### src/rtl/lives_enemy_tracker.sv
// lives_enemy_tracker: player lives / enemy roster bookkeeping for the game FSM.
// Counts are updated on frame_clk, with a post-hit immunity window, and frozen
// once the round is decided.
// Optional bonus-life feature: define LIVES_ENEMY_TRACKER_BONUS_LIFE_EN.
module lives_enemy_tracker #(
  parameter int MAX_LIVES      = 3,
  parameter int NUM_ENEMY      = 3,
  parameter int INVULN_FRAMES  = 60,
  parameter int KILLS_PER_LIFE = 2
) (
  input  logic                 frame_clk,
  input  logic                 Reset,
  input  logic                 start,
  input  logic                 game,
  input  logic                 player_hit,
  input  logic [NUM_ENEMY-1:0] enemy_hit,
  output logic [1:0]           live,
  output logic [1:0]           enemy,
  output logic [NUM_ENEMY-1:0] enemy_alive,
  output logic                 invuln
);

  localparam int TW = (INVULN_FRAMES > 2) ? $clog2(INVULN_FRAMES) : 1;
  localparam logic [1:0]    LIVES_INIT = 2'(MAX_LIVES);
  localparam logic [1:0]    ENEMY_INIT = 2'(NUM_ENEMY);
  localparam logic [TW-1:0] TIMER_LOAD = TW'((INVULN_FRAMES > 0) ? INVULN_FRAMES - 1 : 0);

  // Reject illegal configurations at elaboration.
  if (MAX_LIVES < 1 || MAX_LIVES > 3 || NUM_ENEMY < 1 || NUM_ENEMY > 3 ||
      INVULN_FRAMES < 0 || KILLS_PER_LIFE < 1 || KILLS_PER_LIFE > 3) begin : g_bad_param
    $error("lives_enemy_tracker: illegal parameter value");
  end

  typedef enum logic [1:0] {
    S_LOAD,
    S_PLAY,
    S_INVULN,
    S_DONE
  } state_t;

  state_t                 r_state,  w_state_nxt;
  logic [1:0]             r_live,   w_live_nxt;
  logic [1:0]             r_enemy,  w_enemy_nxt;
  logic [NUM_ENEMY-1:0]   r_alive,  w_alive_nxt;
  logic                   r_invuln, w_invuln_nxt;
  logic [TW-1:0]          r_timer,  w_timer_nxt;
  logic                   w_decided;
`ifdef LIVES_ENEMY_TRACKER_BONUS_LIFE_EN
  logic [1:0]             r_kills,  w_kills_nxt;
  logic [NUM_ENEMY-1:0]   w_kill_mask;
`endif

  function automatic logic [1:0] popcount(input logic [NUM_ENEMY-1:0] v);
    logic [1:0] cnt;
    cnt = '0;
    for (int unsigned i = 0; i < NUM_ENEMY; i++) begin
      cnt = cnt + 2'(v[i]);
    end
    return cnt;
  endfunction

  // State register: reset loads the full roster, otherwise take next values.
  always_ff @(posedge frame_clk) begin
    if (Reset) begin
      r_state  <= S_LOAD;
      r_live   <= LIVES_INIT;
      r_enemy  <= ENEMY_INIT;
      r_alive  <= '1;
      r_invuln <= 1'b0;
      r_timer  <= '0;
`ifdef LIVES_ENEMY_TRACKER_BONUS_LIFE_EN
      r_kills  <= '0;
`endif
    end else begin
      r_state  <= w_state_nxt;
      r_live   <= w_live_nxt;
      r_enemy  <= w_enemy_nxt;
      r_alive  <= w_alive_nxt;
      r_invuln <= w_invuln_nxt;
      r_timer  <= w_timer_nxt;
`ifdef LIVES_ENEMY_TRACKER_BONUS_LIFE_EN
      r_kills  <= w_kills_nxt;
`endif
    end
  end

  // Next-state logic: start reload, hit/kill accounting, immunity timer, freeze.
  always_comb begin
    w_state_nxt  = r_state;
    w_live_nxt   = r_live;
    w_alive_nxt  = r_alive;
    w_invuln_nxt = r_invuln;
    w_timer_nxt  = r_timer;
    w_decided    = 1'b0;
`ifdef LIVES_ENEMY_TRACKER_BONUS_LIFE_EN
    w_kills_nxt  = r_kills;
    w_kill_mask  = '0;
`endif

    if (start) begin
      w_state_nxt  = S_LOAD;
      w_live_nxt   = LIVES_INIT;
      w_alive_nxt  = '1;
      w_invuln_nxt = 1'b0;
      w_timer_nxt  = '0;
`ifdef LIVES_ENEMY_TRACKER_BONUS_LIFE_EN
      w_kills_nxt  = '0;
`endif
    end else begin
      case (r_state)
        S_LOAD: begin
          if (game) w_state_nxt = S_PLAY;
        end
        S_PLAY, S_INVULN: begin
          // The immunity window runs on frames, independent of the game level.
          if (r_state == S_INVULN) begin
            if (r_timer == '0) begin
              w_invuln_nxt = 1'b0;
              w_state_nxt  = S_PLAY;
            end else begin
              w_timer_nxt = r_timer - 1'b1;
            end
          end
          if (game) begin
`ifdef LIVES_ENEMY_TRACKER_BONUS_LIFE_EN
            w_kill_mask = enemy_hit & r_alive;
`endif
            w_alive_nxt = r_alive & ~enemy_hit;
            if (r_state == S_PLAY && player_hit && r_live != '0) begin
              w_live_nxt = r_live - 2'd1;
              if (w_live_nxt != '0 && INVULN_FRAMES > 0) begin
                w_invuln_nxt = 1'b1;
                w_timer_nxt  = TIMER_LOAD;
                w_state_nxt  = S_INVULN;
              end
            end
            // Decided is judged before any bonus so the entering edge never grants one.
            w_decided = (w_live_nxt == '0) || (popcount(w_alive_nxt) == '0);
            if (w_decided) begin
              w_state_nxt  = S_DONE;
              w_invuln_nxt = 1'b0;
              w_timer_nxt  = '0;
            end
`ifdef LIVES_ENEMY_TRACKER_BONUS_LIFE_EN
            else if (|w_kill_mask) begin
              if (32'(r_kills) + 1 == KILLS_PER_LIFE) begin
                w_kills_nxt = '0;
                if (w_live_nxt < LIVES_INIT) w_live_nxt = w_live_nxt + 2'd1;
              end else begin
                w_kills_nxt = r_kills + 2'd1;
              end
            end
`endif
          end
        end
        default: ;  // S_DONE: frozen until start or Reset
      endcase
    end
    w_enemy_nxt = popcount(w_alive_nxt);
  end

  // Output logic: every output comes straight from a register.
  always_comb begin
    live        = r_live;
    enemy       = r_enemy;
    enemy_alive = r_alive;
    invuln      = r_invuln;
  end

endmodule
### config.mk
export PLATFORM = sky130hd
export DESIGN_NAME = lives_enemy_tracker
export DESIGN_NICKNAME = d
export VERILOG_FILES = /design/src/rtl/lives_enemy_tracker.sv
export SDC_FILE = /design/constraint.sdc
export NUM_CORES = 1
export LEC_CHECK = 0
export CAP_MARGIN = 20
export CORE_MARGIN = 10
export CORE_UTILIZATION = 30
export DETAILED_ROUTE_END_ITERATION = 8
export HOLD_SLACK_MARGIN = 0.03
export SYNTH_ARGS = -nofsm -noshare
export SYNTH_HDL_FRONTEND = slang
export SYNTH_SLANG_ARGS = --single-unit
### constraint.sdc
create_clock -name frame_clk -period 1.9 [get_ports frame_clk]
set_input_delay 0.285 -clock frame_clk [delete_from_list [all_inputs] [get_ports frame_clk]]
set_output_delay 0.285 -clock frame_clk [all_outputs]
set_load 0.1 [all_outputs]
==> results.toml, run 1 <==
[status]
status = "finished, violations left"
violations = "negative setup slack"

[pwr]
peakVddDrop_uv = 321
power_density_nw_per_um2 = 532
p_leak_nw = 0.566

[critical_path]
critPathMaxStageDelay_ns = 0.51
crit_fanout = 5
end_kind = "flop"
path_cells = "nand2b_4, fa_1, a22o_1, mux2i_4, buf_12, nor2_4, o31a_1"
critical_path_class = "flop to flop"
start_kind = "flop"
required_ns = 2.05
slowest_stage = "fa_1"
critPathArrivalTime_ns = 2.09

[logic_synthesis]
ys_seq_elements = 16
seq_area_frac_synth_pct = 29.2
synth_flop_cell = "dfxtp_1"
synth-async-reset-ratio_pct = 0
synthesis.nets = 139
synth_cells = 122
syn_area_per_cell_um2 = 8.99
yosys_warnings = 0
synth_area_um2 = 1100
synth_edf_count = 0
synth.distinct_cells = 42

[sta]
finalSetupViolations = 4
rsz0062_at_grt = "true"
fin_crit_sh_pct = 102
finClkSkew_ns = 0.000877
hold_viol_final = 0
timing.fmax_ghz = 0.516
max_slew_margin_pct = 67.2
holdWs_ns = 0.474
tightest_slew_ns = 0.489
drv_slew = 0
tns_ns = -0.0803
setup_slack_ns = -0.0388
finalCriticalPeriod_ns = 1.94

[global_route]
grt-ovfl-total = 0
grt_pass1_vias = 1097
antenna_found_initial = 0
globalRouteTotalUtil_pct = 9.84
grt_pass1_wl_mm = 5.00
grt_max_degree = 11

[die]
fp.dieH_um = 80.5
num_rows = 21
io_pins = 16
die_area_um2 = 6480
core-area_um2 = 3440
start_util_pct = 31.9
die_x_um = 80.5

[clock_tree]
root_buffer = "clkbuf_8"
path_clk_slew_ns = 0.07
cts_buffer_depth = 2
clock_latency_ns = 0.26
clkSinkCount = 16
cts_made_buffers = 3
cts_tree = "built"
cts_max_level = 1

[job]
max_cap_viol_count = 0

[final_layout]
drive_gt1_share_pct = 38.5
antenna_cells = 0
area_growth_pct = 41.4
nNetsFinal = 166

[route]
dr.pass1.iters = 4
vias = 1036
wl_per_cell_um = 15.2
drc = 0
viasPerCell = 5.34
final_antenna_net_count = 0
wl_mm = 2.95
drt_iter0_drc = 37

[placement]
io_buffers = 15
hpwl_mm = 2.15
gp_congestion = 0.794

[min_path]
hp-class = "primary input to flop"
-- worst paths after layout --
kind	from	endpoint	slack [ns]	cells after the start
min	enemy_hit[1]	enemy_alive[1]$_SDFF_PP1_	0.47	4
max	enemy_alive[1]$_SDFF_PP1_	r_state[0]$_SDFFE_PP0P_	-0.04	7
min reg2reg	invuln$_SDFFE_PP0N_	invuln$_SDFFE_PP0N_	0.48	2
max reg2reg	enemy_alive[1]$_SDFF_PP1_	r_state[0]$_SDFFE_PP0P_	-0.04	7
-- synthesized netlist by cell type, types with 2 or more instances --
cell type | count | area (um^2)
a211oi_1 | 3 | 22.5
a21oi_1 | 6 | 30.0
a31oi_1 | 2 | 12.5
buf_2 | 3 | 15.0
dfxtp_1 | 16 | 320
fa_1 | 2 | 40.0
ha_1 | 7 | 87.6
inv_1 | 10 | 37.5
nand2_1 | 15 | 56.3
nand2b_1 | 7 | 43.8
nand3_1 | 4 | 20.0
nor2_1 | 4 | 15.0
o211ai_1 | 5 | 37.5
o21ai_1 | 2 | 10.0
o221ai_1 | 6 | 52.6
or2_1 | 2 | 12.5
or2_2 | 3 | 18.8
-- what timing repair did --
| item | 4_1_cts | 5_1_grt |
|---|---|---|
| gates resized for setup | 14 | 7 |
| pin swaps | 5 | 9 |
| cloned | 1 | 0 |
| setup endpoints to repair | 9 | 10 |
| setup buffers | 3 | 0 |
| hold buffers | 0 | 0 |
-- area by class of cell --
type	instances	area, um^2
Fill cell	350	1890
Inverter	11	41.3
Tap cell	46	57.6
Timing Repair Buffer	25	218
Sequential cell	16	342
Multi-Input combinational cell	92	838
Clock buffer	4	55.1
-- routing by layer --
| metal | GRT usage (%) | up-vias | routed length, um |
|---|---|---|---|
| li1 | - | 504 | - |
| met1 | 10.8 | 504 | 1300 |
| met3 | 2.67 | 5 | 130 |
| met4 | 5.46 | 0 | 66 |
| met5 | 0 | - | 0 |
| met2 | 16.6 | 23 | 1450 |
-- cell usage in the layout, fill, tap and decap left out, drive strengths merged, types with 2 or more instances in the layout --
cell type and count:
buf 18, dfxtp 16, nand2 15, inv 11, nand2b 8, ha 7, a21oi 6, o221ai 6
o211ai 5, or2 5, clkbuf 4, clkdlybuf4s50 4, nand3 4, nor2 4, dlygate4sd2 3, a211oi 3
a31oi 2, o21ai 2, or3 2, fa 2, mux2i 2, nor4 2
-- report_power, final --
part | switching, W | leakage, nW | internal [W]
combinational | 0.0000967 | 0.407 | 0.0000789
sequential | 0.00000243 | 0.130 | 0.000332
clock | 0.000131 | 0.0288 | 0.000184
-- logic make-up (layout without fill, tap and decap cells) --
kind of cell	count (synthesis)	count (layout)	synth area share (%)
AOI/OAI and AO/OA	34	34	23.7
xor gates and xnor gates	1	1	0.798
adders and majority gates	9	9	11.6
buffers and inverters	14	40	5.13
DFF	16	16	29.2
muxes	2	2	2.96
and+or+nand+nor	46	46	26.6
-- sequential cells by signal, summed over array words and instances (netlist names) --
register and cells:
enemy 2, enemy_alive 3, invuln 1, live 2
r_state 2, r_timer 6
-- stage by stage --
| step | cell area [um^2] | instances | power [W] | utilization [%] | setup WS (ns) |
|---|---|---|---|---|---|
| after floorplan | 1150 | 122 | 0.000432 | - | -0.111 |
| after global placement | 1370 | 187 | 0.000476 | 39.8 | -0.441 |
| after detailed placement | 1370 | 187 | 0.000479 | 39.8 | -0.479 |
| after CTS | 1550 | 195 | 0.000850 | 44.9 | -0.0491 |
| after global routing | 1550 | 194 | 0.000869 | 45.1 | -0.104 |
| final | 1550 | 194 | 0.000825 | 45.1 | -0.0388 |
-- critical path, delay by kind of cell (launching register included) --
family / cells / cell delay, ns
flip-flops: 1 / 0.36
adder cells (fa/ha/maj): 1 / 0.51
AND/OR/NAND/NOR: 2 / 0.09
AO/OA/AOI/OAI: 2 / 0.50
multiplexers: 1 / 0.21
buffers and inverters: 1 / 0.15
No activity file was read; power rests on OpenSTA's default activity.
==> run 2, diff against run 1 <==
- PLACE_DENSITY_LB_ADDON: default -> 0.12
==> run 2 against run 1 <==
The flow now finishes without violations. Sequential share of layout area up 1.2 points. Largest cell class unchanged. Via count decreased by 1.1%. Setup slack better by 0.070 ns. Critical path depth is 1 lower. Utilization shrank 2.3 points. First-iteration DRC count increased by 130%. Sequential power is essentially flat. Global-route usage shrank 0.60 points. Die area stayed put. Wire length down 6.3%.
==> results.toml, run 2 (synthesized netlist as in run 1, its figures left out) <==
[critical_path]
critical_path_class = "flop to flop"
start_kind = "flop"
path_cells = "nand2b_4, fa_1, a22o_1, or3_4, a32oi_1, a31o_1"
end_kind = "flop"
rr_worst_depth = 6
worst-path-stages = 6
required_ns = 2.10
crit_fanout = 3
cp_top_family = "compound AO/OA/AOI/OAI gates"
slowest_stage = "fa_1"
crit_buf_inv = 0
critPathMaxStageDelay_ns = 0.48
critPathArrivalTime_ns = 2.07

[clock_tree]
root_buffer = "clkbuf_8"
clkSinkCount = 16
clock_latency_ns = 0.25
path_clk_slew_ns = 0.07
cts_tree = "built"
cts_buffer_depth = 2
cts_made_buffers = 3
cts_max_level = 1

[final_layout]
nNetsFinal = 167
area_growth_pct = 34.2
largest_reg_flops = 6
design_area_um2 = 1470
postLayoutCoreUtil_pct = 42.8
fill_cells = 357
multiInputGateArea_um2 = 768
antenna_cells = 0
final_cell_mix = "buf_4, nand2_1, dfxtp_1, inv_1"
drive_gt1_share_pct = 34.9
final_common_cell = "buf_4"
seqCellArea_um2 = 342
top_register = "r_timer"

[pwr]
peakVddDrop_uv = 195
power_density_nw_per_um2 = 532
p_leak_nw = 0.553

[route]
final_antenna_net_count = 0
wl_mm = 2.77
drt_iter0_drc = 86
viasPerCell = 5.26
drc = 0
dr.pass1.iters = 4
wl_per_cell_um = 14.2
vias = 1025

[placement]
dpl_cell_area_um2 = 1370
hpwl_mm = 2.16
io_buffers = 15
gp_congestion = 0.775
place_ws_ns = -0.476

[min_path]
hp-class = "primary input to flop"
min_path_cells = 4

[sta]
fin_crit_sh_pct = 98.3
tns_ns = 0
finalSetupViolations = 0
tightest_slew_ns = 0.447
rsz0062_at_grt = "true"
timing.fmax_ghz = 0.535
max_slew_margin_pct = 69.9
finalCriticalPeriod_ns = 1.87
drv_slew = 0
finClkSkew_ns = 0.00470
setup_slack_ns = 0.0317
hold_viol_final = 0

[global_route]
globalRouteTotalUtil_pct = 9.23
grt-ovfl-total = 0
antenna_found_initial = 0
grt_max_degree = 11
grt_pass1_vias = 1056
grt_pass1_wl_mm = 4.74

[die]
die_area_um2 = 6480
io_pins = 16
num_rows = 21
fp.dieH_um = 80.5
start_util_pct = 31.9
core-area_um2 = 3440
die_x_um = 80.5

[job]
max_cap_viol_count = 0

[status]
status = "finished, final reports clean"
## run 2: changes by cell type in the layout (fill, tap and decap cells not counted), sizes merged
cell,previous run,this run
buf,18,19
## run 2: final cells by class
type	count	area share, %
repair buffers	26	14.2
well taps	46	3.91
clock buffers	4	3.74
multi-input cells	92	52.2
flip-flops and latches	16	23.2
inverters	11	2.80
## run 2: stage by stage
| step | cells | power (W) | hold slack (ns) |
|---|---|---|---|
| final | 195 | 0.000784 | 0.495 |
| after detailed placement | 187 | 0.000479 | 0.488 |
| after global placement | 187 | 0.000477 | 0.475 |
| after global routing | 195 | 0.000830 | 0.532 |
| after CTS | 194 | 0.000797 | 0.491 |
| after floorplan | 122 | 0.000432 | 0.392 |
## run 2: path summary, 6_finish.rpt
check	startpoint	to	slack (ns)
setup / recovery	enemy_alive[1]$_SDFF_PP1_	r_timer[2]$_SDFFE_PP0N_	0.03
hold / removal	enemy_hit[1]	enemy_alive[1]$_SDFF_PP1_	0.50
setup reg to reg	enemy_alive[1]$_SDFF_PP1_	r_timer[2]$_SDFFE_PP0N_	0.03
hold reg to reg	invuln$_SDFFE_PP0N_	invuln$_SDFFE_PP0N_	0.50
## run 2: layer usage
layer	up-vias	GRT usage (%)	part of all wire, %
li1	505	-	-
met1	502	9.96	43
met2	16	15.4	50
met3	2	3.45	5.7
met4	0	4.75	0.76
met5	-	0	0
## run 2: timing repair
action,4_1_cts,5_1_grt
resized for setup,4,7
hold buffers,0,0
endpoints found under the setup margin,9,10
hold endpoints to repair,0,0
buffers inserted,3,1
pin swaps,4,4
cloned,0,0
## run 2: worst register-to-register path, cell delays in order, from the launching register on
cell      delay [ns]
dfxtp_4         0.36
nand2b_4        0.05
fa_1            0.48
a22o_1          0.26
or3_4           0.34
a32oi_1         0.21
a31o_1          0.11
## run 2: where the power goes
group / leakage, nW / switching [W] / internal [W]
Clock: 0.0288 / 0.000119 / 0.000184
Combinational: 0.395 / 0.0000810 / 0.0000653
Sequential: 0.130 / 0.00000256 / 0.000332
Total: 0.553 / 0.000202 / 0.000581
==> run 3, diff against run 2 <==
- CORE_UTILIZATION: 30 -> 48
==> run 3 against run 2 <==
The flow now finishes with violations (negative setup slack). First-iteration DRC count is 19% lower. Final cell count is 9.7% lower. Via count is 2.0% higher. Largest power group unchanged. Highest routed layer unchanged.
==> results.toml, run 3 (synthesized netlist as in run 1, its figures left out) <==
[status]
status = "finished, violations left"
violations = "negative setup slack"

[min_path]
hp-class = "primary input to flop"

[route]
dr.pass1.iters = 4
viasPerCell = 5.94
vias = 1046
final_antenna_net_count = 0
drt_iter0_drc = 70
wl_mm = 2.70
wl_per_cell_um = 15.4
drc = 0

[placement]
hpwl_mm = 2.01
gp_congestion = 0.844
io_buffers = 15
dp.cells = 169

[final_layout]
top_register = "r_timer"
drive_gt1_share_pct = 37.2
nNetsFinal = 166
stdcell_count = 176
final_common_cell = "buf_4"
area_growth_pct = 33.4
final_cell_mix = "buf_4, nand2_1, dfxtp_1, inv_1"
largest_reg_flops = 6
fill_cells = 191
antenna_cells = 0
postLayoutCoreUtil_pct = 66.8

[job]
max_cap_viol_count = 0

[sta]
fin_crit_sh_pct = 101
timing.fmax_ghz = 0.519
setup_slack_ns = -0.0267
tightest_slew_ns = 0.418
finClkSkew_ns = 0.0119
drv_slew = 0
holdWs_ns = 0.432
finalCriticalPeriod_ns = 1.93
max_slew_margin_pct = 72.0
tns_ns = -0.0410
hold_viol_final = 0
rsz0062_at_grt = "true"
finalSetupViolations = 2

[die]
start_util_pct = 50.1
core-area_um2 = 2190
die_area_um2 = 4600
die_x_um = 67.8
fp.dieH_um = 67.8
num_rows = 17
io_pins = 16

[critical_path]
critical_path_class = "flop to flop"
end_kind = "flop"
crit_fanout = 6
required_ns = 2.11
critPathArrivalTime_ns = 2.13
start_kind = "flop"

[clock_tree]
root_buffer = "clkbuf_4"
path_clk_slew_ns = 0.11
cts_max_level = 1
postCtsHoldBufs = 0
cts_tree = "built"
clkSinkCount = 16
cts_buffer_depth = 2
cts_made_buffers = 3
clock_latency_ns = 0.30

[pwr]
p_leak_nw = 0.552
peakVddDrop_uv = 418
power_density_nw_per_um2 = 499

[global_route]
use_met3_pct = 1.96
top_usage_layer = "met2"
globalRouteTotalUtil_pct = 12.2
grt_pass1_vias = 1016
grtUsageMet1_pct = 14.5
grt_max_degree = 11
use_met2_pct = 21.0
grt-ovfl-total = 0
grt_pass1_wl_mm = 4.40
antenna_found_initial = 0
run 3: report_power, final:
| group | switching [W] | leakage [nW] | total (W) | internal [W] |
|---|---|---|---|---|
| logic | 0.0000876 | 0.401 | 0.000158 | 0.0000703 |
| clock network | 0.000121 | 0.0210 | 0.000238 | 0.000117 |
| registers | 0.00000268 | 0.130 | 0.000335 | 0.000332 |
run 3: worst max-delay path, stage by stage (launching register included):
cell and delay (ns):
dfxtp_4 0.38, nand2b_4 0.05, fa_1 0.49, a22o_1 0.26, mux2i_4 0.20, buf_6 0.17, nor2_4 0.04, o31a_1 0.23
run 3: routing by layer:
| metal | vias up | share of wire, % |
|---|---|---|
| li1 | 505 | - |
| met1 | 484 | 43 |
| met5 | - | 0 |
| met2 | 48 | 51 |
| met4 | 0 | 1.8 |
| met3 | 9 | 4.6 |
run 3: path summary, 6_finish.rpt:
kind / from / to / slack [ns] / depth (start not counted)
worst max register to register: enemy_alive[1]$_SDFF_PP1_ / r_state[0]$_SDFFE_PP0P_ / -0.03 / 7
worst max-delay path: enemy_alive[1]$_SDFF_PP1_ / r_state[0]$_SDFFE_PP0P_ / -0.03 / 7
worst min register to register: invuln$_SDFFE_PP0N_ / invuln$_SDFFE_PP0N_ / 0.50 / 2
worst min-delay path: enemy_hit[1] / enemy_alive[1]$_SDFF_PP1_ / 0.43 / 4
run 3: area by class of cell:
cell class | instances | area [um^2] | share of cell area, %
inverter | 11 | 41.3 | 2.82
timing repair buffer | 25 | 209 | 14.3
clock buffer | 4 | 36.3 | 2.48
tap | 28 | 35.0 | 2.39
sequential | 16 | 342 | 23.3
multi-input combinational | 92 | 801 | 54.7
run 3: stage by stage:
| stage | instance area, um^2 | power [W] | setup slack [ns] |
|---|---|---|---|
| after detailed placement | 1350 | 0.000478 | -0.462 |
| after floorplan | 1150 | 0.000432 | -0.111 |
| after global placement | 1350 | 0.000473 | -0.408 |
| after global routing | 1460 | 0.000756 | -0.0841 |
| final | 1460 | 0.000731 | -0.0267 |
| after CTS | 1410 | 0.000715 | -0.0134 |
run 3: what timing repair did:
action | 4_1_cts | 5_1_grt
gates resized for setup | 4 | 14
pin swaps | 4 | 10
endpoints found under the setup margin | 9 | 10
setup buffers | 3 | 0
